<file path="src/rtl/dram_cmd_responder.sv">
// DRAM-side responder for the controller command handshake: tracks open rows per bank,
// enforces ACTIVATE/READ/WRITE/REFRESH latencies, flags illegal commands, and requests periodic refresh.
module dram_cmd_responder #(
  parameter int unsigned NUM_OF_BANKS = 8,
  parameter int unsigned NUM_OF_ROWS  = 128,
  parameter int unsigned NUM_OF_COLS  = 8,
  parameter int unsigned T_RCD        = 3,
  parameter int unsigned T_CL         = 3,
  parameter int unsigned T_WR         = 4,
  parameter int unsigned T_RP         = 3,
  parameter int unsigned T_RFC        = 10,
  parameter int unsigned T_REFI       = 780
) (
  input  logic                    clk,
  input  logic                    rst_b,
  input  logic                    cmd_req,
  input  logic [1:0]              cmd,
  input  logic [NUM_OF_BANKS-1:0] bank_sel,
  input  logic [NUM_OF_ROWS-1:0]  row_sel,
  input  logic [NUM_OF_COLS-1:0]  col_sel,
  output logic                    cmd_ack,
  output logic                    cmd_err,
  output logic [NUM_OF_BANKS-1:0] bank_open,
  output logic                    busy,
  output logic                    refresh_due
);

  localparam int unsigned BANK_W = (NUM_OF_BANKS > 1) ? $clog2(NUM_OF_BANKS) : 1;
  localparam int unsigned ROW_W  = (NUM_OF_ROWS > 1) ? $clog2(NUM_OF_ROWS) : 1;
  localparam int unsigned REFI_W = $clog2(T_REFI + 1);
  localparam int unsigned LAT_W  = 8;

  localparam logic [LAT_W-1:0] LAT_ONE    = LAT_W'(1);
  localparam logic [LAT_W-1:0] LAT_RCD    = LAT_W'(T_RCD);
  localparam logic [LAT_W-1:0] LAT_RP_RCD = LAT_W'(T_RP + T_RCD);
  localparam logic [LAT_W-1:0] LAT_CL     = LAT_W'(T_CL);
  localparam logic [LAT_W-1:0] LAT_WR     = LAT_W'(T_WR);
  localparam logic [LAT_W-1:0] LAT_RFC    = LAT_W'(T_RFC);
  localparam logic [LAT_W-1:0] LAT_RP_RFC = LAT_W'(T_RP + T_RFC);
  localparam logic [REFI_W-1:0] REFI_LAST = REFI_W'(T_REFI - 1);

  localparam logic [1:0] CMD_REFRESH  = 2'b00;
  localparam logic [1:0] CMD_ACTIVATE = 2'b01;
  localparam logic [1:0] CMD_READ     = 2'b10;

  // Latencies must fit the 8-bit down-counter and be non-zero.
  if (T_RCD < 1 || T_CL < 1 || T_WR < 1 || T_RFC < 1 || T_REFI < 1 ||
      T_RP + T_RCD > 255 || T_RP + T_RFC > 255 || T_CL > 255 || T_WR > 255) begin : g_param_err
    $error("dram_cmd_responder: illegal timing parameters");
  end

  typedef enum logic [1:0] {ST_IDLE, ST_WAIT, ST_ACK} state_t;

  state_t                               state;
  logic [LAT_W-1:0]                     lat_cnt;
  logic [1:0]                           cap_cmd;
  logic [BANK_W-1:0]                    cap_bank;
  logic [ROW_W-1:0]                     cap_row;
  logic                                 cap_err;
  logic [NUM_OF_BANKS-1:0][ROW_W-1:0]   open_row;
  logic [REFI_W-1:0]                    refi_cnt;

  logic [BANK_W-1:0] bank_idx_c;
  logic [ROW_W-1:0]  row_idx_c;
  logic              sel_open_c;
  logic              err_c;
  logic [LAT_W-1:0]  lat_c;
  logic              refresh_done_c;

  // Decode the live selects and work out legality/latency for a capture this cycle.
  always_comb begin
    bank_idx_c = '0;
    row_idx_c  = '0;
    err_c      = 1'b0;
    lat_c      = LAT_ONE;
    for (int i = 0; i < NUM_OF_BANKS; i++) begin
      if (bank_sel[i]) bank_idx_c = BANK_W'(i);
    end
    for (int i = 0; i < NUM_OF_ROWS; i++) begin
      if (row_sel[i]) row_idx_c = ROW_W'(i);
    end
    sel_open_c = |(bank_open & bank_sel);
    case (cmd)
      CMD_REFRESH: lat_c = (|bank_open) ? LAT_RP_RFC : LAT_RFC;
      CMD_ACTIVATE: begin
        if (!$onehot(bank_sel) || !$onehot(row_sel)) err_c = 1'b1;
        else if (!sel_open_c)                         lat_c = LAT_RCD;
        else if (open_row[bank_idx_c] == row_idx_c)   lat_c = LAT_ONE;
        else                                          lat_c = LAT_RP_RCD;
      end
      default: begin
        if (!$onehot(bank_sel) || !$onehot(col_sel) || !sel_open_c) err_c = 1'b1;
        else lat_c = (cmd == CMD_READ) ? LAT_CL : LAT_WR;
      end
    endcase
  end

  assign refresh_done_c = (state == ST_WAIT) && (lat_cnt == LAT_ONE) &&
                          (cap_cmd == CMD_REFRESH) && !cap_err;

  // Command FSM; bank state only changes on the edge the ack rises.
  always_ff @(posedge clk or negedge rst_b) begin
    if (!rst_b) begin
      state     <= ST_IDLE;
      lat_cnt   <= '0;
      cap_cmd   <= '0;
      cap_bank  <= '0;
      cap_row   <= '0;
      cap_err   <= 1'b0;
      open_row  <= '0;
      bank_open <= '0;
      cmd_ack   <= 1'b0;
      cmd_err   <= 1'b0;
      busy      <= 1'b0;
    end else begin
      case (state)
        ST_IDLE: begin
          if (cmd_req && !cmd_ack) begin
            cap_cmd  <= cmd;
            cap_bank <= bank_idx_c;
            cap_row  <= row_idx_c;
            cap_err  <= err_c;
            lat_cnt  <= lat_c;
            busy     <= 1'b1;
            state    <= ST_WAIT;
          end
        end
        ST_WAIT: begin
          if (lat_cnt == LAT_ONE) begin
            cmd_ack <= 1'b1;
            cmd_err <= cap_err;
            state   <= ST_ACK;
            if (!cap_err) begin
              if (cap_cmd == CMD_REFRESH) begin
                bank_open <= '0;
              end else if (cap_cmd == CMD_ACTIVATE) begin
                bank_open[cap_bank] <= 1'b1;
                open_row[cap_bank]  <= cap_row;
              end
            end
          end else begin
            lat_cnt <= lat_cnt - LAT_ONE;
          end
        end
        ST_ACK: begin
          if (!cmd_req) begin
            cmd_ack <= 1'b0;
            cmd_err <= 1'b0;
            busy    <= 1'b0;
            state   <= ST_IDLE;
          end
        end
        default: state <= ST_IDLE;
      endcase
    end
  end

  // Refresh interval timer; a completing REFRESH wins over an expiring interval.
  always_ff @(posedge clk or negedge rst_b) begin
    if (!rst_b) begin
      refi_cnt    <= '0;
      refresh_due <= 1'b0;
    end else if (refresh_done_c) begin
      refi_cnt    <= '0;
      refresh_due <= 1'b0;
    end else if (!refresh_due) begin
      if (refi_cnt == REFI_LAST) refresh_due <= 1'b1;
      else                       refi_cnt    <= refi_cnt + REFI_W'(1);
    end
  end

endmodule

</file>
<file path="config.mk">
export PLATFORM = sky130hd
export DESIGN_NAME = dram_cmd_responder
export DESIGN_NICKNAME = d
export VERILOG_FILES = /design/src/rtl/dram_cmd_responder.sv
export SDC_FILE = /design/constraint.sdc
export NUM_CORES = 1
export LEC_CHECK = 0
export CAP_MARGIN = 20
export CORE_MARGIN = 2
export CORE_UTILIZATION = 40
export CTS_BUF_LIST = sky130_fd_sc_hd__clkbuf_8
export CTS_CLUSTER_DIAMETER = 80
export CTS_CLUSTER_SIZE = 30
export DETAILED_ROUTE_END_ITERATION = 10
export HOLD_SLACK_MARGIN = 0.08
export SYNTH_ARGS = -nofsm -noshare
export SYNTH_HDL_FRONTEND = slang
export SYNTH_SLANG_ARGS = --single-unit
</file>
<file path="constraint.sdc">
create_clock -name clk -period 2.68 [get_ports clk]
set_clock_uncertainty 0.05 [all_clocks]
set_input_delay 0.804 -clock clk [delete_from_list [all_inputs] [get_ports clk]]
set_output_delay 0.804 -clock clk [all_outputs]
set_load 0.02 [all_outputs]
</file>
==> summary.md, run 1 <==
| Metric | Value |
|---|---|
| Outcome | finished with violations |
| Failing checks | negative setup slack |
| N_diodes | 0 |
| Pre-CTS WS | -5.79 ns |
| Max_slew headroom | 58.7% |
| Metal3 WL | around 1900 um |
| Syn avg cell area | 9.52 sq um |
| Clock Path Buffers | 2 |
| CP Launch Type | primary input |
| CORE AREA | 24500 sq um |
| Drt via density | between 5 and 6 |
| Synth warn | 0 |
| Die H | 162 um |
| Comb power frac | 82.9% |
| Htree depth | 3 |
| Share of flip-flops with an asynchronous set or reset | between 90% and 100% |
| RSZ-0062 raised after global routing | yes |
| Synthesized net count | 1359 |
| Number of synthesized flops with an enable pin | 0 |
| Top sig layer | met4 |
| Register area share after synthesis | 25.2% |
| Metal2 WL | approximately 14000 um |
| Max_cap viols | 0 |
| Switch Pwr | 8.76 mW |
| Routability cong. | ~0.97 |
| Worst Path Required | 2.94 ns |
| Post-DP Area | 13900 sq um |
| Reg power frac | 11.8% |
| DRC Markers | 0 |
| CP max-delay cell | fa_1 |
| Design Area, Final | 14600 sq um |
| Top Ports | 161 |
| Clock slew at reported path FFs | ~0.10 ns |
| Setup crit end kind | flop |
| Critical Path AT | 7.95 ns |
| Grt total ovfl | 0 |
| CTS tree | yes |
| Switching share of power | 48.1% |
| Max IR drop VDD | 2.64 mV |
| Int Power | 9.45 mW |
| Largest net degree at the start of global routing | 63 |
| Fmax | 130 MHz |
| Clock sinks | 101 |
| ANT nets after route | 0 |
| CP Class | primary input to flop |
| Post-Route Setup TNS | -20.11 ns |
| Placed cells | 1775 |
| Starting Density | between 40% and 50% |
| Min Tclk post-route | approximately 7.7 ns |
| Fin worst setup slack | -5.01 ns |
| Post-DR wirelength/cell | 17.6 um |
| First-pass GRT wire length | 49900 um |
| Crit-path cells | clkdlybuf4s15_1 -> fa_1 -> fa_1 -> fa_1 -> fa_1 -> fa_1 -> fa_1 -> fa_1 -> fa_1 -> inv_2 -> fa_1 -> fa_1 -> inv_1 -> ha_2 -> inv_2 -> fa_1 -> nor3b_2 -> nand3_1 -> nor3_2 -> nand2b_1 -> o21ai_1 -> a21boi_1 -> a21oi_2 -> o221a_1 |
| Most used cell, CP | fa_1 |
| Initial antenna violation count | 0 |
| Netlist cell types | roughly 70 |
| Total CTS buffers | 9 |
| DRT met1 WL | about 15000 um |
| Cells after synthesis | 1053 |
| Worst Hold Class | primary input to async pin |
| Later-pin clock latency in the skew report | 0.38 ns |
| Slew @ Worst Pin | ~0.6 ns |
| Max incr delay on CP | 0.61 ns |
| GRT Resource Usage Total | 24.2% |
| Endpoints failing setup | 6 |
| Worst R2R Path Depth | 8 |
| Drt first pass iters | 5 |
| Leakage | around 7.0 nW |
| Synth Register Bits | 101 |
| Die width | roughly 160 um |
| Share of cells above drive strength 1 | 32.7% |
| Nets@finish | 1775 |
| Rows | 57 |
| Dpl hpwl | approximately 27000 um |
| Final hold vios | 0 |
| Detailed Route WL | 31700 um |
| Multi-input logic area | approximately 7300 sq um |
| Power density over the cells | 1250 nW/um^2 |
| Synth-to-Final Area Change | 45.4% |
| IO buf count | 160 |
| Routed vias | slightly above 9000 |
| Die ar. | between 20000 and 30000 sq um |
| Clock Tree Root | clkbuf_8 |
| Vias in the first global route | 9623 |
| Synth Cell Area | 10000 sq um |
| Slew Limit Fails | 0 |
| CP Max Fanout | 4 |
| Final period utilization | 287% |
| Core Util, Final | 59.5% |
| Clk pwr share | ~5.3% |
| DR iter-0 viols | 543 |
| Final std cells w/o fill | 1798 |
| Main synth FF type | dfrtp_1 |
| Fillers | 2157 |
| Register Area | approximately 2500 sq um |
timing repair:
item	4_1_cts	5_1_grt
endpoints found under the setup margin	11	25
cloned	0	0
buffers inserted	1	8
pin swaps	59	49
hold buffers	0	0
gates resized for setup	230	137
cell type report:
type	count	share of cell area (%)
clock inverter	7	0.533
tap	324	2.78
clock buffer	9	0.851
multi-input combinational	754	50.0
inverter	182	4.69
sequential	101	17.4
timing repair buffer	421	23.8
layout by cell type, fill, tap and decap left out, drive strengths merged, types with 5 or more instances in the layout:
cell type / Yosys / layout
nand2: 52 / 52
fa: 123 / 123
o31ai: 11 / 11
or4: 12 / 12
clkbuf: 9 / 23
a2111oi: 5 / 5
o21ai: 31 / 31
a21oi: 52 / 52
nor3: 30 / 30
xnor2: 9 / 9
o211ai: 5 / 5
nor2: 99 / 99
dlygate4sd2: 0 / 21
nor2b: 9 / 9
xor2: 8 / 8
clkdlybuf4s15: 0 / 13
nand2b: 11 / 11
and3: 7 / 7
nand3: 28 / 28
inv: 182 / 185
mux2i: 18 / 18
nor4: 42 / 42
dlymetal6s2s: 0 / 20
nand4: 10 / 10
mux2: 62 / 62
a211oi: 13 / 13
clkdlybuf4s50: 0 / 61
buf: 7 / 292
ha: 34 / 34
a31oi: 11 / 11
dfrtp: 101 / 101
through the flow:
stage	power [mW]	hold slack, ns
floorplan	13.8	0.407
detailed placement	17.3	0.424
global route	20.4	0.161
CTS	18.3	0.162
global placement	16.9	0.416
finish	18.2	0.178
critical path, delay by kind of cell:
kind | cells | cell delay, ns
and+or+nand+nor | 4 | 0.51
AOI/OAI and AO/OA | 4 | 0.57
adders and majority gates | 12 | 5.67
buffers and inverters | 4 | 0.40
path summary, 6_finish.rpt:
kind | startpoint | end | slack [ns]
max reg2reg | open_row[27]$_DFFE_PN0P_ | lat_cnt[2]$_DFFE_PN0P_ | 0.20
min in group clk | open_row[45]$_DFFE_PN0P_ | open_row[45]$_DFFE_PN0P_ | 0.45
max in group asynchronous | rst_b | open_row[23]$_DFFE_PN0P_ | 1.76
max | row_sel[9] | lat_cnt[2]$_DFFE_PN0P_ | -5.01
min | rst_b | busy$_DFFE_PN0P_ | 0.18
min reg2reg | open_row[45]$_DFFE_PN0P_ | open_row[45]$_DFFE_PN0P_ | 0.45
per-layer routing:
layer  vias up  GRT usage, %
li1       4443             -
met1      4582          35.4
met2       293          38.2
met3        33          4.01
met4         0          4.91
met5         -             0
kinds of logic after synthesis:
logic type / synth area share (%)
adders and majority gates: 28.8
buffers and inverters: 7.49
and+or+nand+nor: 16.0
DFF: 25.2
AOI/OAI and AO/OA: 12.2
xor gates and xnor gates: 1.49
muxes: 8.77
power groups by stage:
stage	Combinational, mW	Clock, mW	Sequential (mW)
5_1_grt	17.1	1.05	2.19
2_1_floorplan	11.7	0	2.09
6_report	15.1	0.967	2.14
4_1_cts	15.2	0.989	2.14
3_3_place_gp	14.8	0	2.16
3_5_place_dp	15.1	0	2.16
Yosys cell counts, types with 9 or more instances:
| cell type | instances | area (sq um) |
|---|---|---|
| inv_1 | 181 | 679 |
| fa_1 | 123 | 2460 |
| dfrtp_1 | 101 | 2530 |
| nor2_1 | 98 | 368 |
| mux2_2 | 53 | 597 |
| a21oi_1 | 52 | 260 |
| nand2_1 | 52 | 195 |
| nor4_1 | 40 | 250 |
| ha_1 | 34 | 425 |
| nor3_1 | 30 | 150 |
| o21ai_0 | 29 | 145 |
| nand3_1 | 28 | 140 |
| mux2i_1 | 18 | 180 |
| a211oi_1 | 12 | 90.1 |
| or4_1 | 12 | 90.1 |
| a31oi_1 | 11 | 68.8 |
| nand2b_1 | 11 | 68.8 |
| nand4_1 | 10 | 62.6 |
| o31ai_1 | 10 | 75.1 |
| mux2_1 | 9 | 101 |
| nor2b_1 | 9 | 56.3 |
| xnor2_1 | 9 | 78.8 |
registers in the layout, summed over array words and instances (netlist names):
| signal | cells |
|---|---|
| cap_bank | 3 |
| refi_cnt | 10 |
| lat_cnt | 8 |
| cap_cmd | 2 |
| cmd_err | 1 |
| busy | 1 |
| bank_open | 8 |
| cap_err | 1 |
| cmd_ack | 1 |
| state | 2 |
| cap_row | 7 |
| open_row | 56 |
| refresh_due | 1 |
Power figures use the tool's default switching activity.
==> inputs of run 2 (changes only) <==
ABC_AREA = 1   (was not set)
DONT_BUFFER_PORTS = 1   (was not set)
==> run 2 against run 1 <==
  * The run still ends with negative setup slack left
  * Sequential share of layout area up 3.7 points
  * Clock-buffer cell count increased by 2
  * Clock power down 9.1%
  * Utilization shrank 11 points
  * Wire length down 11%
  * Sequential cell count did not move
  * Global-route usage decreased by 2.0 points
  * Register-to-register slack better by 0.22 ns
  * Power is 1.8% lower
  * Fmax rose by 3.9%
  * Combinational power about the same
  * Non-clock buffer count decreased by 263
==> summary.md, run 2 <==
| Metric | Value |
|---|---|
| Outcome | finished with violations |
| Failing checks | negative setup slack |
| Most frequent cells in the layout | 310 x nand2_1, 282 x inv_1, 153 x buf_4 |
| Int Power | 9.07 mW |
| N_diodes | 0 |
| Total CTS buffers | 9 |
| Leakage | just over 6 nW |
| Adder-cell share of the synthesized area | between 20% and 30% |
| Simple-gate share of the synthesized area | roughly 23% |
| Comb power frac | between 80 and 90% |
| Top Registers | open_row: 56 flops, refi_cnt: 10 flops |
| Synth warn | 0 |
| Die ar. | 26400 sq um |
| Fillers | 2499 |
| Drt first pass iters | 5 |
| Initial antenna violation count | 0 |
| Drt via density | 4.87 |
| Total Power | approximately 18 mW |
| CORE AREA | 25000 sq um |
| Max incr delay on CP | 0.53 ns |
| Cells after synthesis | 1336 |
| Switching share of power | 49.3% |
| Synthesized net count | 1642 |
| Mux cell area share after synthesis | 0% |
| Power density over the cells | 1490 nW/um^2 |
| Routed vias | 8849 |
| Post-Route Setup TNS | -25.69 ns |
| Top Ports | between 150 and 200 |
| Worst R2R Path Depth | 12 |
| Later-pin clock latency in the skew report | 0.38 ns |
| Number of synthesized flops with an enable pin | 0 |
| Multi-input logic area | 6440 sq um |
| Htree depth | 3 |
| Dpl hpwl | about 24000 um |
| Post-synth top area share | 25.1% |
| RSZ-0062 raised after global routing | yes |
| Worst Path Required | 2.90 ns |
| CP Max Fanout | 3 |
| Nets@finish | 1789 |
| Largest cells by area after synthesis | dfrtp_1 25%, fa_1 24%, nand2_1 12%, inv_1 11%, o21ai_0 4.8% |
| CP Launch Type | primary input |
| First-pass GRT wire length | 45700 um |
| Syn avg cell area | 7.53 sq um |
| Netlist cell types | 38 |
| Main synth FF type | dfrtp_1 |
| Clock Tree Root | clkbuf_8 |
| Starting Density | approximately 40% |
| Routability cong. | about 0.93 |
| Fin Hold WS | about 0.055 ns |
| Max_slew headroom | 61.1% |
| DRC Markers | 0 |
| Final std cells w/o fill | 1816 |
| Most common cell in the netlist | nand2_1 |
| Switch Pwr | just under 9 mW |
| Share of flip-flops with an asynchronous set or reset | 100% |
| Max reg flops | 56 |
| Final hold vios | 0 |
| Top reg by flops | open_row |
| Synth Area in Compound Gates | approximately a tenth |
| Top cells by count, synth | 330 x nand2_1, 283 x inv_1, 123 x fa_1, 101 x dfrtp_1 |
| Slew @ Worst Pin | 0.578 ns |
| Largest net degree at the start of global routing | 102 |
| Largest family of logic cells by synthesized area | adder cells |
| Slew Limit Fails | 0 |
| Grt total ovfl | 0 |
| Min Tclk post-route | 7.40 ns |
| DR iter-0 viols | 508 |
| Synth Register Bits | 101 |
| ANT nets after route | 0 |
| Placed cells | between 1500 and 2000 |
| Register area share after synthesis | 25.1% |
| Clock sinks | roughly 100 |
| Synth Area in XOR/XNOR | 0.609% |
| Detailed Route WL | between 20000 and 30000 um |
| Fin worst setup slack | -4.72 ns |
| CTS tree | yes |
| Die width | 163 um |
| Max_cap viols | 0 |
| Synth-to-Final Area Change | 19.2% |
| Final period utilization | 276% |
| IO buf count | 0 |
| CP Class | primary input to flop |
| Clk pwr share | 4.9% |
| Critical Path AT | ~7.6 ns |
| Synth Cell Area | around 10000 sq um |
| Max IR drop VDD | 3.25 mV |
| Worst Hold Class | primary input to async pin |
| Share of cells above drive strength 1 | 17.4% |
| Register Area | 2530 sq um |
| Clock slew at reported path FFs | 0.10 ns |
| Vias in the first global route | just over 9000 |
| Die H | 163 um |
| Clock Path Buffers | 2 |
| Reg power frac | 12.4% |
| Fmax | 135 MHz |
| Setup crit end kind | flop |
| GRT Resource Usage Total | 22.2% |
| CP max-delay cell | fa_1 |
| Post-DR wirelength/cell | ~15 um |
| Most common cell after layout, fill and taps aside | nand2_1 |
| Endpoints failing setup | 8 |
| Synth area leader | dfrtp_1 |
| Rows | 58 |
| Most used cell, CP | fa_1 |
[run 2: area by class of cell]
type	instances	area share (%)
inverters	321	10.2
multi-input cells	892	53.7
repair buffers	158	10.2
clock inverters	3	0.115
flip-flops and latches	101	21.1
well taps	330	3.44
clock buffers	11	1.26
[run 2: final timing paths]
kind / start / endpoint / slack [ns]
worst max-delay path: row_sel[119] / lat_cnt[0]$_DFFE_PN0P_ / -4.72
worst min-delay path: rst_b / refi_cnt[7]$_DFFE_PN0P_ / 0.06
worst max register to register: open_row[40]$_DFFE_PN0P_ / lat_cnt[1]$_DFFE_PN0P_ / 0.42
worst min register to register: refi_cnt[9]$_DFFE_PN0P_ / refi_cnt[9]$_DFFE_PN0P_ / 0.43
max in group asynchronous: rst_b / open_row[55]$_DFFE_PN0P_ / 2.38
min in group clk: refi_cnt[9]$_DFFE_PN0P_ / refi_cnt[9]$_DFFE_PN0P_ / 0.43
[run 2: layer usage]
| layer | wire length, um | GRT usage, % | up-vias |
|---|---|---|---|
| met5 | 0 | 0 | - |
| met4 | 1010 | 7.68 | 0 |
| met3 | 1420 | 3.87 | 50 |
| met2 | 14000 | 38.9 | 215 |
| met1 | 11700 | 27.7 | 4177 |
| li1 | - | - | 4407 |
[run 2: power groups by stage]
stage	combinational [mW]	clock, mW	sequential, mW
after detailed placement	14.4	0	2.25
final	14.8	0.879	2.22
after global routing	16.8	0.982	2.27
after global placement	13.9	0	2.25
after floorplan	11.5	0	2.16
after CTS	14.6	0.906	2.22
[run 2: worst max-delay path: cells and delay by family]
family,cells,cell delay (ns)
buf+inv,10,0.52
fa+ha+maj,12,5.52
simple gates,8,0.78
[run 2: logic make-up after synthesis]
logic type | after synthesis
simple gates | 550
flops | 101
fa+ha+maj | 157
buf+inv | 343
compound gates | 178
xor+xnor | 7
[run 2: metrics by stage]
| stage | util [%] | setup WS, ns | instance area, sq um |
|---|---|---|---|
| finish | 48.0 | -4.72 | 12000 |
| global route | 48.0 | -5.45 | 12000 |
| global placement | 46.6 | -5.06 | 11600 |
| CTS | 47.6 | -4.70 | 11900 |
| detailed placement | 46.6 | -5.12 | 11600 |
| floorplan | - | -4.78 | 10100 |
[run 2: what timing repair did]
action,CTS,global route
endpoints found under the hold margin,101,101
setup endpoints to repair,8,8
buffers inserted,1,1
pin swaps,7,26
resized for setup,21,32
==> inputs of run 3 (changes only) <==
CTS_BUF_LIST = not set   (was sky130_fd_sc_hd__clkbuf_8)
==> run 3 against run 2 <==
  * The flow still finishes with violations (negative setup slack)
  * Register-to-register slack is essentially flat
  * Clock-buffer cell count grew 1
  * Fmax shrank 2.7%
  * Via count grew 0.32%
  * Sequential cell count is the same
  * Die area is the same
  * Critical endpoint unchanged
  * Highest routed layer unchanged
==> summary.md, run 3 (synthesis results as in run 2) <==
| Metric | Value |
|---|---|
| Outcome | finished with violations |
| Failing checks | negative setup slack |
| Setup crit end kind | flop |
| Max incr delay on CP | 0.57 ns |
| CP Launch Type | primary input |
| Synth-to-Final Area Change | 20.4% |
| Most common cell after layout, fill and taps aside | nand2_1 |
| Most used cell, CP | fa_1 |
| Total CTS buffers | 9 |
| N_diodes | 0 |
| First-pass GRT wire length | approximately 46000 um |
| DR iter-0 viols | 493 |
| Final period utilization | 284% |
| Core Util, Final | 48.5% |
| Min Tclk post-route | ~7.6 ns |
| Worst Path Required | 2.88 ns |
| Top Ports | approximately 160 |
| Routability cong. | 0.929 |
| Fin worst setup slack | -4.92 ns |
| Die width | 163 um |
| IO buf count | 0 |
| Leakage | 6.22 nW |
| Total Power | around 19 mW |
| Pre-CTS WS | -5.12 ns |
| Top reg by flops | open_row |
| CP max-delay cell | fa_1 |
| CTS tree | yes |
| Detailed Route WL | approximately 28000 um |
| CP Class | primary input to flop |
| Clock slew at reported path FFs | 0.07 ns |
| RSZ-0062 raised after global routing | yes |
| Nets@finish | 1790 |
| Slew Limit Fails | 0 |
| Rows | 58 |
| Clock Path Buffers | 2 |
| Max_slew headroom | 61.0% |
| Clock sinks | 101 |
| CORE AREA | 25000 sq um |
| Later-pin clock latency in the skew report | between 0.3 and 0.4 ns |
| Post-CTS Hold Fix Bufs | 0 |
| Drt first pass iters | 6 |
| Dpl hpwl | approximately 24000 um |
| ANT nets after route | 0 |
| Max IR drop VDD | between 3 and 4 mV |
| Starting Density | 40.3% |
| Worst Hold Class | primary input to async pin |
| Vias in the first global route | 9132 |
| Drt via density | 4.89 |
| Largest net degree at the start of global routing | 102 |
| Share of cells above drive strength 1 | ~18% |
| Fmax | about 130 MHz |
| Clock Tree Root | clkbuf_16 |
| Top Registers | open_row: 56 flops, refi_cnt: 10 flops |
| Grt total ovfl | 0 |
| Final hold vios | 0 |
| Initial antenna violation count | 0 |
| Routed vias | 8877 |
| Power density over the cells | between 1500 and 2000 nW/um^2 |
| GRT Resource Usage Total | 22.2% |
| Endpoints failing setup | 8 |
| Slew @ Worst Pin | a little under 0.6 ns |
| Most frequent cells in the layout | 310 x nand2_1, 275 x inv_1, 154 x buf_4 |
| DRC Markers | 0 |
| Critical Path AT | 7.80 ns |
| Max reg flops | 56 |
| CP Max Fanout | 3 |
| Htree depth | 3 |
| Die ar. | 26400 sq um |
| Max_cap viols | 0 |
| Post-DR wirelength/cell | 15.5 um |
| Die H | 163 um |
-- run 3: what timing repair did --
item / in CTS / in global routing
gates resized for setup: 21 / 41
gates cloned: 0 / 0
setup buffers: 1 / 2
pin swaps: 7 / 22
endpoints found under the setup margin: 8 / 8
-- run 3: area by class of cell --
cell class              count  area [sq um]
multi-input cells         892          6460
flip-flops and latches    101          2530
clock buffers              12           256
repair buffers            159          1230
clock inverters             2          10.0
well taps                 330           413
fillers                  2483         12800
inverters                 321          1220
-- run 3: worst max-delay path: cells and delay by family --
family	cells	cell delay [ns]
fa+ha+maj	12	5.75
simple gates	8	0.77
buf+inv	10	0.48
-- run 3: final timing paths --
kind                            slack, ns  cells past startpoint                startpoint                       end
worst max-delay path                -4.92                     30              row_sel[119]    lat_cnt[0]$_DFFE_PN0P_
worst min-delay path                 0.09                      0                     rst_b   refi_cnt[8]$_DFFE_PN0P_
worst max register to register       0.43                     13  open_row[40]$_DFFE_PN0P_    lat_cnt[0]$_DFFE_PN0P_
worst min register to register       0.42                      1   refi_cnt[9]$_DFFE_PN0P_   refi_cnt[9]$_DFFE_PN0P_
max in group asynchronous            2.28                      0                     rst_b  open_row[41]$_DFFE_PN0P_
min in group clk                     0.42                      1   refi_cnt[9]$_DFFE_PN0P_   refi_cnt[9]$_DFFE_PN0P_
-- run 3: layer usage --
| metal | part of all wire (%) | global-route usage [%] |
|---|---|---|
| met4 | 3.5 | 8.53 |
| met2 | 50 | 38.9 |
| met5 | 0 | 0 |
| met3 | 4.9 | 3.39 |
| met1 | 42 | 27.7 |
-- run 3: stage by stage --
| step | TNS, ns | area [sq um] | instances | hold WS, ns |
|---|---|---|---|---|
| final | -26.56 | 12100 | 1817 | 0.0932 |
| after global routing | -30.56 | 12100 | 1817 | 0.0805 |
| after CTS | -25.88 | 12000 | 1815 | 0.0805 |
| after detailed placement | -29.16 | 11600 | 1800 | 0.410 |
| after global placement | -28.82 | 11600 | 1800 | 0.407 |
| after floorplan | -24.31 | 10100 | 1336 | 0.383 |
-- run 3: power by group --
group | switching [mW] | total, mW | internal [mW]
clock | 0.550 | 1.22 | 0.668
sequential | 0.354 | 2.22 | 1.87
combinational | 8.15 | 15.2 | 7.04
